## src/rtl/ook_demod.sv

```systemverilog
// ook_demod -- OOK receive slicer and UART-style byte deframer.
//
// Takes 8-bit ADC samples of an on/off-keyed carrier (space = flat midscale
// 128), averages the envelope magnitude over fixed windows of SPB accepted
// samples, slices each window into a bit, and recovers frames made of one
// start mark, 8 data bits (LSB first) and one stop space.
//
// Ports:
//   clk         system clock, rising edge
//   rst         synchronous active-high reset
//   adc[7:0]    unsigned sample, midscale 128
//   sample_en   adc qualifier; only cycles with sample_en = 1 are counted
//   data_out    last correctly framed byte (holds between frames)
//   data_valid  one-cycle pulse when data_out updates
//   frame_err   one-cycle pulse when the stop window reads as a mark
//   busy        high whenever a frame is in progress
//   state_dbg   current FSM state (IDLE=0, START=1, DATA=2, STOP=3)
//
// Input handshake: sample_en is a pure valid strobe with no ready; the block
// consumes every qualified sample in the cycle it is presented and holds all
// internal state on cycles where sample_en = 0.

module ook_demod #(
    parameter int SPB    = 16,
    parameter int THRESH = 32
) (
    input  logic       clk,
    input  logic       rst,
    input  logic [7:0] adc,
    input  logic       sample_en,
    output logic [7:0] data_out,
    output logic       data_valid,
    output logic       frame_err,
    output logic       busy,
    output logic [1:0] state_dbg
);

    localparam int ACC_W = 8 + $clog2(SPB) + 1;
    localparam int CNT_W = $clog2(SPB + 1);

    // A window decides 1 when its mean magnitude reaches THRESH, i.e. when
    // the window sum reaches THRESH*SPB (equality counts as a mark).
    localparam logic [ACC_W-1:0] DEC_LEVEL = ACC_W'(THRESH * SPB);
    localparam logic [CNT_W-1:0] LAST_CNT  = CNT_W'(SPB - 1);
    localparam logic [7:0]       TRIG_MAG  = 8'(THRESH);

    localparam logic [1:0] S_IDLE  = 2'd0;
    localparam logic [1:0] S_START = 2'd1;
    localparam logic [1:0] S_DATA  = 2'd2;
    localparam logic [1:0] S_STOP  = 2'd3;

    logic [1:0]       state_q, state_d;
    logic [ACC_W-1:0] acc_q, acc_d;
    logic [CNT_W-1:0] cnt_q, cnt_d;
    logic [2:0]       bit_idx_q, bit_idx_d;
    logic [7:0]       shift_q, shift_d;
    logic [7:0]       data_out_q, data_out_d;
    logic             data_valid_q, data_valid_d;
    logic             frame_err_q, frame_err_d;

    logic [7:0]       mag;
    logic [ACC_W-1:0] sum;
    logic             win_end;
    logic             win_bit;

    // Distance from midscale; 128 - 0 = 128 still fits in 8 bits.
    always_comb begin
        mag = (adc >= 8'd128) ? (adc - 8'd128) : (8'd128 - adc);
    end

    // cnt_q holds the number of samples already folded into acc_q, so the
    // SPB-th sample of a window arrives while cnt_q == SPB-1.
    always_comb begin
        sum     = acc_q + {{(ACC_W-8){1'b0}}, mag};
        win_end = (cnt_q == LAST_CNT);
        win_bit = (sum >= DEC_LEVEL);
    end

    always_comb begin
        state_d      = state_q;
        acc_d        = acc_q;
        cnt_d        = cnt_q;
        bit_idx_d    = bit_idx_q;
        shift_d      = shift_q;
        data_out_d   = data_out_q;
        data_valid_d = 1'b0;
        frame_err_d  = 1'b0;

        if (sample_en) begin
            if (state_q == S_IDLE) begin
                // The trigger sample is the first sample of the start window.
                if (mag >= TRIG_MAG) begin
                    state_d = S_START;
                    acc_d   = {{(ACC_W-8){1'b0}}, mag};
                    cnt_d   = CNT_W'(1);
                end
            end else if (!win_end) begin
                acc_d = sum;
                cnt_d = cnt_q + CNT_W'(1);
            end else begin
                // Window closes on this sample; the next one starts a new window.
                acc_d = '0;
                cnt_d = '0;
                case (state_q)
                    S_START: begin
                        if (win_bit) begin
                            state_d   = S_DATA;
                            bit_idx_d = 3'd0;
                        end else begin
                            state_d = S_IDLE;
                        end
                    end
                    S_DATA: begin
                        // LSB arrives first, so shifting right leaves bit 0 at the bottom.
                        shift_d   = {win_bit, shift_q[7:1]};
                        bit_idx_d = bit_idx_q + 3'd1;
                        if (bit_idx_q == 3'd7) begin
                            state_d = S_STOP;
                        end
                    end
                    S_STOP: begin
                        if (win_bit) begin
                            frame_err_d = 1'b1;
                        end else begin
                            data_out_d   = shift_q;
                            data_valid_d = 1'b1;
                        end
                        state_d = S_IDLE;
                    end
                    default: begin
                        state_d = S_IDLE;
                    end
                endcase
            end
        end
    end

    always_ff @(posedge clk) begin
        if (rst) begin
            state_q      <= S_IDLE;
            acc_q        <= '0;
            cnt_q        <= '0;
            bit_idx_q    <= '0;
            shift_q      <= '0;
            data_out_q   <= '0;
            data_valid_q <= 1'b0;
            frame_err_q  <= 1'b0;
        end else begin
            state_q      <= state_d;
            acc_q        <= acc_d;
            cnt_q        <= cnt_d;
            bit_idx_q    <= bit_idx_d;
            shift_q      <= shift_d;
            data_out_q   <= data_out_d;
            data_valid_q <= data_valid_d;
            frame_err_q  <= frame_err_d;
        end
    end

    always_comb begin
        data_out   = data_out_q;
        data_valid = data_valid_q;
        frame_err  = frame_err_q;
        busy       = (state_q != S_IDLE);
        state_dbg  = state_q;
    end

endmodule

```

## config.mk

```make
export PLATFORM = sky130hd
export DESIGN_NAME = ook_demod
export DESIGN_NICKNAME = d
export VERILOG_FILES = /design/src/rtl/ook_demod.sv
export SDC_FILE = /design/constraint.sdc
export NUM_CORES = 1
export LEC_CHECK = 0
export ABC_AREA = 1
export CORE_MARGIN = 4
export CORE_UTILIZATION = 30
export CTS_CLUSTER_DIAMETER = 200
export CTS_CLUSTER_SIZE = 24
export DETAILED_ROUTE_END_ITERATION = 7
export SLEW_MARGIN = 20
export SYNTH_ARGS = -nofsm -noshare
export SYNTH_HDL_FRONTEND = slang
export SYNTH_SLANG_ARGS = --single-unit
```

## constraint.sdc

```tcl
create_clock -name clk -period 4.3 [get_ports clk]
set_input_delay 0.43 -clock clk [delete_from_list [all_inputs] [get_ports clk]]
set_output_delay 0.43 -clock clk [all_outputs]
set_load 0.01 [all_outputs]
```

==> flow_metrics.env <==
export IMPL_status="completed"
export IMPL_die_w_um=101.5
export IMPL_slowest_stage="clkdlybuf4s50_1"
export IMPL_initial_core_util_pct=31.41
export IMPL_wl_per_cell_um=11.00
export IMPL_synth_area_leaders="dfxtp_1, nand2_1, inv_1"
export IMPL_synth_seq_cells=41
export IMPL_fin_hold_ws_ns=0.4531
export IMPL_synth_edf_count=0
export IMPL_cts_path_max_buffers=2
export IMPL_grt_pass1_vias=2307
export IMPL_wl_um=5786
export IMPL_gp_congestion=0.8364
export IMPL_drc_errors=0
export IMPL_clkTransAtPathRegs_ns=0.09
export IMPL_cp_common_cell="nand2_1"
export IMPL_crit_path_start_kind="input pin"
export IMPL_hold_viol=0
export IMPL_core_mm2=0.008341
export IMPL_grt_usage_pct=11.91
export IMPL_hpwl_um=4479
export IMPL_synth_top_area_share_pct=31.33
export IMPL_hold_buffers=0
export IMPL_placed_cells=518
export IMPL_leakage_uw=0.001458
export IMPL_netlist_instances=399
export IMPL_cp_max_fo=16
export IMPL_finClkSkew_ns=0.005481
export IMPL_mappedNetlistArea_mm2=0.002620
export IMPL_finish_utilization_pct=36.75
export IMPL_ctsResizeCount=0
export IMPL_cp_data_required_time_ns=4.54
export IMPL_grt_overflow_total=0
export IMPL_place_ws_ns=0.9572
export IMPL_critPathCaptureType="register"
export IMPL_synth_area_leader_cell="dfxtp_1"
export IMPL_syn_num_nets=427
export IMPL_layout_drive_gt1_share_pct=6.651
export IMPL_synthFlopType="dfxtp_1"
export IMPL_diodes=0
export IMPL_fin_setup_tns_ns=0
export IMPL_drtPass1Iterations=4
export IMPL_fillers=903
export IMPL_crit_chain="clkdlybuf4s50_1, inv_1, ha_1, o21ai_0, inv_1, ha_1, nand3_1, nand3_2, nand3_1, nand3_1, nand2_1, nand2_1, nor2_4, nand2_4, inv_4, nand2_4, nand2_1, nand2_1, nor2_1"
export IMPL_die_h_um=101.5
export IMPL_seq_area_um2=820.8
export IMPL_seq_area_frac_synth_pct=31.33
export IMPL_multi_input_area_mm2=0.001495
export IMPL_setup_ws_ns=1.290
export IMPL_grt_setup_unrepaired="no"
export IMPL_portBuffers=23
export IMPL_arrival_ns=3.25
export IMPL_clock_fmax_mhz=332.2
export IMPL_timing_worst_setup_path_type="in2reg"
export IMPL_post_route_period_util_pct=70.01
export IMPL_root_buffer="clkbuf_8"
export IMPL_synth_most_common_cell="nand2_1"
export IMPL_synthArstFlopShare_pct=0
export IMPL_area_growth_pct=17.00
export IMPL_power_density_mw_per_mm2=312.1
export IMPL_period_needed_ns=3.010
export IMPL_ys_warn_count=0
export IMPL_htree_levels=2
export IMPL_peakVddDrop_mv=0.1375
export IMPL_slowest_delay_ns=0.51
export IMPL_relSlewSlack_pct=48.78
export IMPL_antenna_left=0
export IMPL_grt_pass1_wl_um=10090
export IMPL_drt_iter0_markers=140
export IMPL_hp_class="reg2reg"
export IMPL_final_net_count=448
export IMPL_cts_sinks=41
export IMPL_maxCapViolCount=0
export IMPL_grt_start_max_net_pins=30
export IMPL_slew_viol_final=0
export IMPL_setup_viol=0
export IMPL_routed_via_density=4.559
export IMPL_cts_buffers_inserted=5
export IMPL_cts_tree="done"
export IMPL_synth_area_per_cell_um2=6.566
export IMPL_die_area_mm2=0.01029
export IMPL_worstSkewPairLatency_ns=0.30
export IMPL_antenna_found_initial=0
export IMPL_worst_pin_slew_ns=0.7675
export IMPL_post_synth_num_cell_types=33
export IMPL_fp_row_count=33
export IMPL_ios=24
export IMPL_vias=2398
export IMPL_cts_setup_buffers=0
export IMPL_yosys_top_cells_count="nand2_1, inv_1, nor2_1"
export IMPL_fin_cells=526
## path summary, 6_finish.rpt
check / start / endpoint / slack [ns] / cells past startpoint
worst max-delay path: adc[0] / data_out[1] / 1.29 / 19
worst min-delay path: shift_q[0] / shift_q[0] / 0.45 / 2
worst max register to register: acc_q[0] / data_out[1] / 1.93 / 17
worst min register to register: shift_q[0] / shift_q[0] / 0.45 / 2
## cells by family after synthesis
family                   Yosys count  share of synthesized area (%)
XOR/XNOR                           9                          3.009
adder cells (fa/ha/maj)           17                          8.405
flip-flops                        41                          31.33
buffers and inverters             75                          11.60
AND/OR/NAND/NOR                  202                          34.29
AO/OA/AOI/OAI                     55                          11.37
## critical path, delay by kind of cell
family	cells	cell delay [ns]
compound gates	1	0.38
buf+inv	4	0.75
simple gates	12	1.10
fa+ha+maj	2	0.58
## cell usage in the layout (no fill, tap or decap)
| master | count |
|---|---|
| clkdlybuf4s50_1 | 23 |
| nand3_1 | 21 |
| nand3b_1 | 1 |
| nor3_4 | 1 |
| nand3_2 | 3 |
| nand2_4 | 2 |
| a21oi_1 | 20 |
| nor3b_1 | 1 |
| ha_1 | 16 |
| clkbuf_8 | 5 |
| o21ai_0 | 24 |
| clkinv_1 | 1 |
| o22ai_1 | 2 |
| dfxtp_1 | 41 |
| nor2_1 | 51 |
| inv_2 | 1 |
| a211oi_1 | 2 |
| xnor2_1 | 2 |
| fa_1 | 1 |
| inv_6 | 1 |
| nand4_1 | 7 |
| xor2_1 | 7 |
| a31oi_1 | 5 |
| nor3_1 | 4 |
| nand2_2 | 7 |
| nand2_1 | 100 |
| nor2_4 | 2 |
| o211a_1 | 1 |
| a21oi_2 | 1 |
| inv_1 | 63 |
| nor2_2 | 2 |
| inv_4 | 1 |
| bufinv_16 | 2 |
## metrics by stage
step           power (uW)  cell area [um2]
2_1_floorplan       536.8             2620
3_3_place_gp        584.1             2928
3_5_place_dp        584.3             2928
4_1_cts             969.1             3065
5_1_grt              1008             3065
6_report            956.9             3065
## state kept, by name, summed over array words and instances (netlist names)
signal,cells
state_dbg,2
shift_q,8
bit_idx_q,3
frame_err,1
cnt_q,5
acc_q,13
data_out,8
data_valid,1
## per-layer routing
layer	routed length [um]	track usage (%)	share of wire, %
met2	2646	20.22	46
met1	2833	15.13	49
met4	122	4.499	2.1
met5	0	0	0
met3	185	1.928	3.2
## report_power, final
part           switching, uW  leakage (uW)  internal [uW]
clock                    147     0.0000687            234
sequential              7.56      0.000332            390
combinational            113       0.00106           65.9
## final cells by class
type / instances / share of cell area [%]
Sequential cell: 41 / 26.78
Clock inverter: 3 / 2.245
Timing Repair Buffer: 23 / 7.510
Tap cell: 105 / 4.286
Inverter: 66 / 8.163
Multi-Input combinational cell: 283 / 48.78
Clock buffer: 5 / 2.245
Power figures use the tool's default switching activity.
